<file path="src/rtl/miriscv_fetch.sv">
// Instruction fetch: one outstanding memory request, output register plus one-entry skid buffer.
// A response lands in the output one edge after it arrives; a stall with the output full parks it in the buffer and stops requesting.
module miriscv_fetch #(
  parameter logic [31:0] RESET_PC = 32'h0000_0000
) (
  input  logic        clk_i,
  input  logic        arstn_i,
  output logic        instr_req_o,
  output logic [31:0] instr_addr_o,
  input  logic        instr_rvalid_i,
  input  logic [31:0] instr_rdata_i,
  output logic        fetched_valid_o,
  output logic [31:0] fetched_instr_o,
  output logic [31:0] fetched_pc_o,
  input  logic        stall_i,
  input  logic        redirect_i,
  input  logic [31:0] redirect_pc_i
);

  localparam logic [31:0] NOP = 32'h0000_0013;

  typedef enum logic [1:0] {
    IDLE  = 2'd0,
    REQ   = 2'd1,
    VALID = 2'd2,
    FULL  = 2'd3
  } state_t;

  state_t      state;
  state_t      state_nxt;

  logic [31:0] pc;
  logic [31:0] out_instr;
  logic [31:0] out_pc;
  logic [31:0] buf_instr;
  logic [31:0] buf_pc;
  logic [31:0] redirect_target;

  logic        resp;
  logic        consumed;
  logic        load_out_mem;
  logic        load_out_buf;
  logic        load_buf;

  assign redirect_target = redirect_pc_i & 32'hFFFF_FFFC;

  always_ff @(posedge clk_i) begin
    if (!arstn_i) begin
      state <= IDLE;
    end else begin
      state <= state_nxt;
    end
  end

  always_comb begin
    state_nxt = state;
    case (state)
      IDLE:  state_nxt = REQ;
      REQ:   if (resp) state_nxt = VALID;
      VALID: begin
        if (resp && !consumed) begin
          state_nxt = FULL;
        end else if (!resp && consumed) begin
          state_nxt = REQ;
        end
      end
      FULL:  if (consumed) state_nxt = VALID;
      default: state_nxt = IDLE;
    endcase
    // Redirect restarts fetching from any state, IDLE included.
    if (redirect_i) begin
      state_nxt = REQ;
    end
  end

  always_comb begin
    instr_req_o     = ((state == REQ) || (state == VALID)) && !redirect_i;
    fetched_valid_o = (state == VALID) || (state == FULL);
    resp            = instr_req_o && instr_rvalid_i;
    consumed        = fetched_valid_o && !stall_i;
    load_out_mem    = resp && ((state == REQ) || consumed);
    load_buf        = resp && (state == VALID) && !consumed;
    load_out_buf    = (state == FULL) && consumed && !redirect_i;
  end

  always_ff @(posedge clk_i) begin
    if (!arstn_i) begin
      pc        <= RESET_PC;
      out_instr <= NOP;
      out_pc    <= RESET_PC;
      buf_instr <= NOP;
      buf_pc    <= RESET_PC;
    end else if (redirect_i) begin
      pc        <= redirect_target;
      out_instr <= NOP;
    end else begin
      if (resp) begin
        pc <= pc + 32'd4;
      end
      if (load_out_mem) begin
        out_instr <= instr_rdata_i;
        out_pc    <= pc;
      end else if (load_out_buf) begin
        out_instr <= buf_instr;
        out_pc    <= buf_pc;
      end
      if (load_buf) begin
        buf_instr <= instr_rdata_i;
        buf_pc    <= pc;
      end
    end
  end

  assign instr_addr_o    = pc;
  assign fetched_instr_o = out_instr;
  assign fetched_pc_o    = out_pc;

endmodule

</file>
<file path="config.mk">
export PLATFORM = sky130hd
export DESIGN_NAME = miriscv_fetch
export DESIGN_NICKNAME = d
export VERILOG_FILES = /design/src/rtl/miriscv_fetch.sv
export SDC_FILE = /design/constraint.sdc
export NUM_CORES = 1
export LEC_CHECK = 0
export CAP_MARGIN = 10
export CORE_MARGIN = 2
export CORE_UTILIZATION = 50
export CTS_CLUSTER_DIAMETER = 80
export CTS_CLUSTER_SIZE = 24
export DETAILED_ROUTE_END_ITERATION = 8
export GPL_TIMING_DRIVEN = 0
export PLACE_DENSITY = 0.8
export SYNTH_ARGS = -nofsm -noshare
export SYNTH_HDL_FRONTEND = slang
export SYNTH_SLANG_ARGS = --single-unit
</file>
<file path="constraint.sdc">
create_clock -name clk_i -period 2.6 [get_ports clk_i]
set_clock_uncertainty 0.2 [all_clocks]
set_input_delay 0.26 -clock clk_i [delete_from_list [all_inputs] [get_ports clk_i]]
set_output_delay 0.26 -clock clk_i [all_outputs]
set_load 0.005 [all_outputs]
</file>
==> results.ini, run 1 <==
[sta]
hold_viol_final=0
timing.final.setup_violations=0
postLayoutSetupSlackWorst_ns=0.0179
timing.final.max_slew_violations=0
layout_min_cycle_time_ns=2.58
fmax_mhz=387
max_slew.worst_pin.slew_ns=0.628
min_period_over_period_pct=99.3
slew_headroom_pct=57.7

[setup_path]
worst-endpoint-required_ns=2.14
critPathMaxFanout=10
crit_path_start_kind=input pin
timing.critical_path.to_type=output port
arrival_time_at_the_worst_endpoint_ns=2.12
worst-setup-path-type=input pin to output port
reg2regPathDepth=6

[logic_synthesis]
synth.cell_area_um2=6940
syn_area_per_cell_um2=8.50
number_of_different_library_cells_in_the_post_synthesis_netlist=57
synth_enable_flop_cells=0
yosysWarningCount=0
synth-seq-area-share_pct=45.0
ys_seq_elements=156
ys_dominant_reg_cell=sky130_fd_sc_hd__dfxtp_1
async_reset_ff_share_pct=0
netlist_instances=816

[global_route]
first_global_vias=6297
gr-usage-all-layers_pct=27.2
grt_pass1_wl_um=31900
number_of_antenna_violations_at_the_first_check_in_global_routing=0
maximum_number_of_pins_on_one_net_before_global_route_repair=17
grt-ovfl-total=0

[die]
standard_cell_core_area_um2=13700
die_width_um=122
initial_core_util_pct=50.6
floorplan.io_pins=167
die_h_um=122
die_area_um2=14800
placementRows=43

[worst_hold_path]
number_of_cells_on_the_worst_hold_path=3
hold_path.class=input pin to register

[clock_network]
clkSinkCount=156
cts_made_buffers=17
clk_transition_reported_paths_ns=0.06
ctsRootBufferMaster=sky130_fd_sc_hd__clkbuf_16
htree_levels=4
cts_tree=yes
clk-insertion-delay-late_ns=0.42
max-clock-path-buffers=2
cts_hold_repair.buffers=0

[routing]
detail_route.first_pass.iterations=7
remaining_drc_errors=0
vias_per_cell=5.68
drt-total-wl_um=20100
ant_nets=0
num_vias=6752
initialDrtViolationCount=579
route.detailed.wl_per_inst_um=16.9

[outcome]
run_status=completed

[placed_design]
dp.cells=1159
portBuffers=160
routabilityCongestion=0.869
half_perimeter_wire_length_of_the_detailed_placement_result_um=14200
place_worst_setup_slack_ns=-0.506

[finish]
antenna-diode-count=0
leading_cell_types_in_the_layout_fill_and_taps_excluded=sky130_fd_sc_hd__clkdlybuf4s50_1, sky130_fd_sc_hd__dfxtp_1, sky130_fd_sc_hd__nand2_1, sky130_fd_sc_hd__nor2_1, sky130_fd_sc_hd__a211oi_1
drive_gt1_share_pct=8.73
finish.net_count=1073
area_growth_syn_to_layout_pct=36.0
commonest_non_fill_non_tap_cell_in_the_layout=sky130_fd_sc_hd__clkdlybuf4s50_1
post_layout_nonfiller_instances=1188

[job]
max_cap_violations=0

[power_and_ir_drop]
total_power_per_unit_cell_area_nw_per_um2=589
power.leakage_nw=3.22
irDropWorstVdd_mv=0.435
p_total_mw=5.56

==> state kept, by name, indices dropped and copies added (netlist names) <==
signal,flops
buf_instr,32
fetched_instr_o,32
buf_pc,30
fetched_pc_o,30
instr_addr_o,30
state,2
==> cells in the mapped netlist (7+ instances only) <==
cell,number,share of area [%]
sky130_fd_sc_hd__o21ai_0,24,1.7
sky130_fd_sc_hd__nor2_1,67,3.6
sky130_fd_sc_hd__dfxtp_1,156,45
sky130_fd_sc_hd__ha_1,7,1.3
sky130_fd_sc_hd__or4_1,8,0.87
sky130_fd_sc_hd__nand4_1,10,0.90
sky130_fd_sc_hd__clkbuf_1,50,2.7
sky130_fd_sc_hd__a21oi_1,64,4.6
sky130_fd_sc_hd__nor4_1,7,0.63
sky130_fd_sc_hd__a211oi_1,65,7.0
sky130_fd_sc_hd__mux2i_1,64,9.2
sky130_fd_sc_hd__nand3_1,15,1.1
sky130_fd_sc_hd__nor3_1,11,0.79
sky130_fd_sc_hd__buf_2,12,0.87
sky130_fd_sc_hd__nand2_1,146,7.9
==> layer usage <==
| layer | track usage [%] | wire length (µm) | vias to the layer above |
|---|---|---|---|
| met2 | 44.0 | 9430 | 272 |
| met3 | 5.29 | 1430 | 35 |
| met5 | 0 | 0 | - |
| met4 | 8.33 | 396 | 0 |
| met1 | 36.8 | 8860 | 3189 |
| li1 | - | - | 3256 |
==> critical path, cell delays in order <==
cell	delay, ns
sky130_fd_sc_hd__clkdlybuf4s50_1	0.67
sky130_fd_sc_hd__buf_2	0.31
sky130_fd_sc_hd__clkbuf_2	0.30
sky130_fd_sc_hd__nor2b_1	0.08
sky130_fd_sc_hd__clkdlybuf4s50_1	0.49
==> worst paths after layout <==
check	startpoint	endpoint	slack, ns
worst max-delay path	redirect_i	instr_req_o	0.02
worst min-delay path	instr_rdata_i[29]	buf_instr[29]	0.22
worst max register to register	state[1]	instr_addr_o[14]	0.12
worst min register to register	buf_pc[21]	buf_pc[21]	0.25
==> repair_timing <==
action,in CTS,in global routing
setup endpoints to repair,121,122
resized for setup,23,27
pin swaps,0,1
setup buffers,0,0
==> power by group <==
group | switching [mW] | leakage [nW] | internal (mW)
registers | 0.0733 | 1.27 | 2.45
clock network | 0.935 | 0.286 | 1.54
logic | 0.259 | 1.67 | 0.295
total | 1.27 | 3.22 | 4.29
==> kinds of logic (layout without fill, tap and decap cells) <==
kind of cell / count (synthesis) / after routing / synth area share [%]
XOR/XNOR: 8 / 8 / 1.01
multiplexers: 67 / 67 / 9.72
flip-flops: 156 / 156 / 45.0
buffers and inverters: 82 / 271 / 5.05
AO/OA/AOI/OAI: 192 / 192 / 17.9
AND/OR/NAND/NOR: 303 / 303 / 20.0
adder cells (fa/ha/maj): 7 / 7 / 1.26
other: 1 / 4 / 0.0541
==> metrics by stage <==
step	instance area, µm²	utilization, %	hold WS (ns)	setup TNS [ns]
floorplan	6950	-	0.184	0
global placement	8780	64.0	0.242	-33.32
detailed placement	8780	64.0	0.246	-33.72
CTS	9390	68.4	0.213	0
global route	9440	68.8	0.239	-0.0910
finish	9440	68.8	0.223	0
==> cell type report <==
type	count	area (µm²)
tap	180	225
timing repair buffer	160	1600
clock buffer	22	464
fill	1140	4280
multi-input combinational	581	3510
clock inverter	8	118
buffer	74	368
inverter	7	27.5
sequential	156	3120
Note: power is estimated with default switching activity, not from simulation.
==> run 2: changes to the inputs <==
Settings changed: MAX_ROUTING_LAYER set to met4.
==> run 2 against run 1 <==
Count of clock-buffer cells in the layout is the same. Final cell count is the same. First-iteration DRC count grew 6.0%. Sequential share of layout area is the same. Combinational power is essentially flat. Largest cell class unchanged. Worst hold slack is essentially flat. Power is essentially flat. Routed wire length grew 0.68%. Critical endpoint unchanged.
==> results.ini, run 2 (synthesis gave the netlist of run 1 again) <==
[outcome]
run_status=completed

[power_and_ir_drop]
irDropWorstVdd_mv=0.433
total_power_per_unit_cell_area_nw_per_um2=589
power.leakage_nw=3.22

[die]
die_area_um2=14800
initial_core_util_pct=50.6
placementRows=43
die_h_um=122
die_width_um=122
floorplan.io_pins=167
standard_cell_core_area_um2=13700

[setup_path]
worst-endpoint-required_ns=2.14
crit_path_cell_trace=clkdlybuf4s50_1 -> buf_2 -> clkbuf_2 -> nor2b_1 -> clkdlybuf4s50_1
crit_path_start_kind=input pin
worst-setup-path-type=input pin to output port
arrival_time_at_the_worst_endpoint_ns=2.13
cpMaxStageDelayCell=sky130_fd_sc_hd__clkdlybuf4s50_1
worst_path_most_repeated_cell=sky130_fd_sc_hd__clkdlybuf4s50_1
critPathMaxFanout=10
worst_path_largest_cell_delay_ns=0.67
timing.critical_path.to_type=output port

[sta]
slew_headroom_pct=57.2
max_slew.worst_pin.slew_ns=0.637
hold_viol_final=0
timing.final.max_slew_violations=0
fmax_mhz=386
setup_tns_ns=0
layout_min_cycle_time_ns=2.59
timing.final.setup_violations=0
min_period_over_period_pct=99.7

[global_route]
grt_pass1_wl_um=31900
number_of_antenna_violations_at_the_first_check_in_global_routing=0
first_global_vias=6293
gr-usage-all-layers_pct=28.0
maximum_number_of_pins_on_one_net_before_global_route_repair=17
grt-ovfl-total=0

[clock_network]
cts_made_buffers=17
clk-insertion-delay-late_ns=0.42
htree_levels=4
postCtsSetupRepairBufs=0
clk_transition_reported_paths_ns=0.06
cts_tree=yes
max-clock-path-buffers=2
clkSinkCount=156
ctsRootBufferMaster=sky130_fd_sc_hd__clkbuf_16
cts_hold_repair.buffers=0

[routing]
remaining_drc_errors=0
initialDrtViolationCount=614
ant_nets=0
route.detailed.wl_per_inst_um=17.0
num_vias=6701
vias_per_cell=5.64
detail_route.first_pass.iterations=5
drt-total-wl_um=20300

[finish]
drive_gt1_share_pct=8.73
num-fill-cells=1140
antenna-diode-count=0
post_layout_nonfiller_instances=1188
finish.net_count=1073
finish.utilization_pct=68.8
area_growth_syn_to_layout_pct=36.0
commonest_non_fill_non_tap_cell_in_the_layout=sky130_fd_sc_hd__clkdlybuf4s50_1
leading_cell_types_in_the_layout_fill_and_taps_excluded=sky130_fd_sc_hd__clkdlybuf4s50_1, sky130_fd_sc_hd__dfxtp_1, sky130_fd_sc_hd__nand2_1, sky130_fd_sc_hd__nor2_1, sky130_fd_sc_hd__a211oi_1

[placed_design]
portBuffers=160
dp.cells=1159
routabilityCongestion=0.883
half_perimeter_wire_length_of_the_detailed_placement_result_um=14200

[worst_hold_path]
hold_path.class=input pin to register

[job]
max_cap_violations=0

==> run 2: cell count changes in the layout (fill, tap and decap cells not counted) <==
cell and delta:
sky130_fd_sc_hd__clkbuf_4 +1, sky130_fd_sc_hd__buf_4 -1
==> run 2: final cells by class <==
cell class                      count  area [µm²]  area share, %
Buffer                             74         368           3.90
Multi-Input combinational cell    581        3510           37.2
Sequential cell                   156        3120           33.1
Timing Repair Buffer              160        1600           17.0
Clock buffer                       22         464           4.92
Clock inverter                      8         118           1.25
Tap cell                          180         225           2.39
Inverter                            7        27.5          0.292
==> run 2: final timing paths <==
path | start | endpoint | slack (ns) | depth (start not counted)
worst max-delay path | redirect_i | instr_req_o | 0.009 | 5
worst min-delay path | instr_rdata_i[29] | buf_instr[29] | 0.22 | 3
worst max register to register | state[1] | state[1] | 0.10 | 8
worst min register to register | buf_pc[21] | buf_pc[21] | 0.25 | 2
==> run 2: per-layer routing <==
metal / track usage [%] / vias to the layer above / share of wire, %
met5: - / - / 0
met2: 43.9 / 258 / 47
li1: - / 3261 / -
met3: 4.96 / 31 / 6.9
met4: 8.33 / 0 / 1.8
met1: 37.2 / 3151 / 44
==> run 2: metrics by stage <==
stage / area, µm² / hold WS [ns] / setup slack (ns) / power [mW]
2_1_floorplan: 6950 / 0.184 / 0.213 / 2.79
3_5_place_dp: 8780 / 0.246 / -0.506 / 3.11
4_1_cts: 9390 / 0.213 / 0.000676 / 5.55
5_1_grt: 9440 / 0.239 / -0.0600 / 5.72
6_report: 9440 / 0.223 / 0.00859 / 5.55
3_3_place_gp: 8780 / 0.242 / -0.507 / 3.10
==> run 2: critical path: cells and delay by family <==
kind	cells	cell delay, ns
AND/OR/NAND/NOR	1	0.08
buffers and inverters	4	1.78
==> run 2: power by group <==
group	total (mW)	internal [mW]	leakage, nW	switching, mW
logic	0.555	0.295	1.67	0.260
clock network	2.47	1.54	0.286	0.930
registers	2.53	2.45	1.27	0.0745
total	5.55	4.29	3.22	1.26
==> run 2: what timing repair did <==
item                                    in CTS  in global routing
pin swaps                                    0                  1
endpoints found under the setup margin     121                122
resized for setup                           23                 26
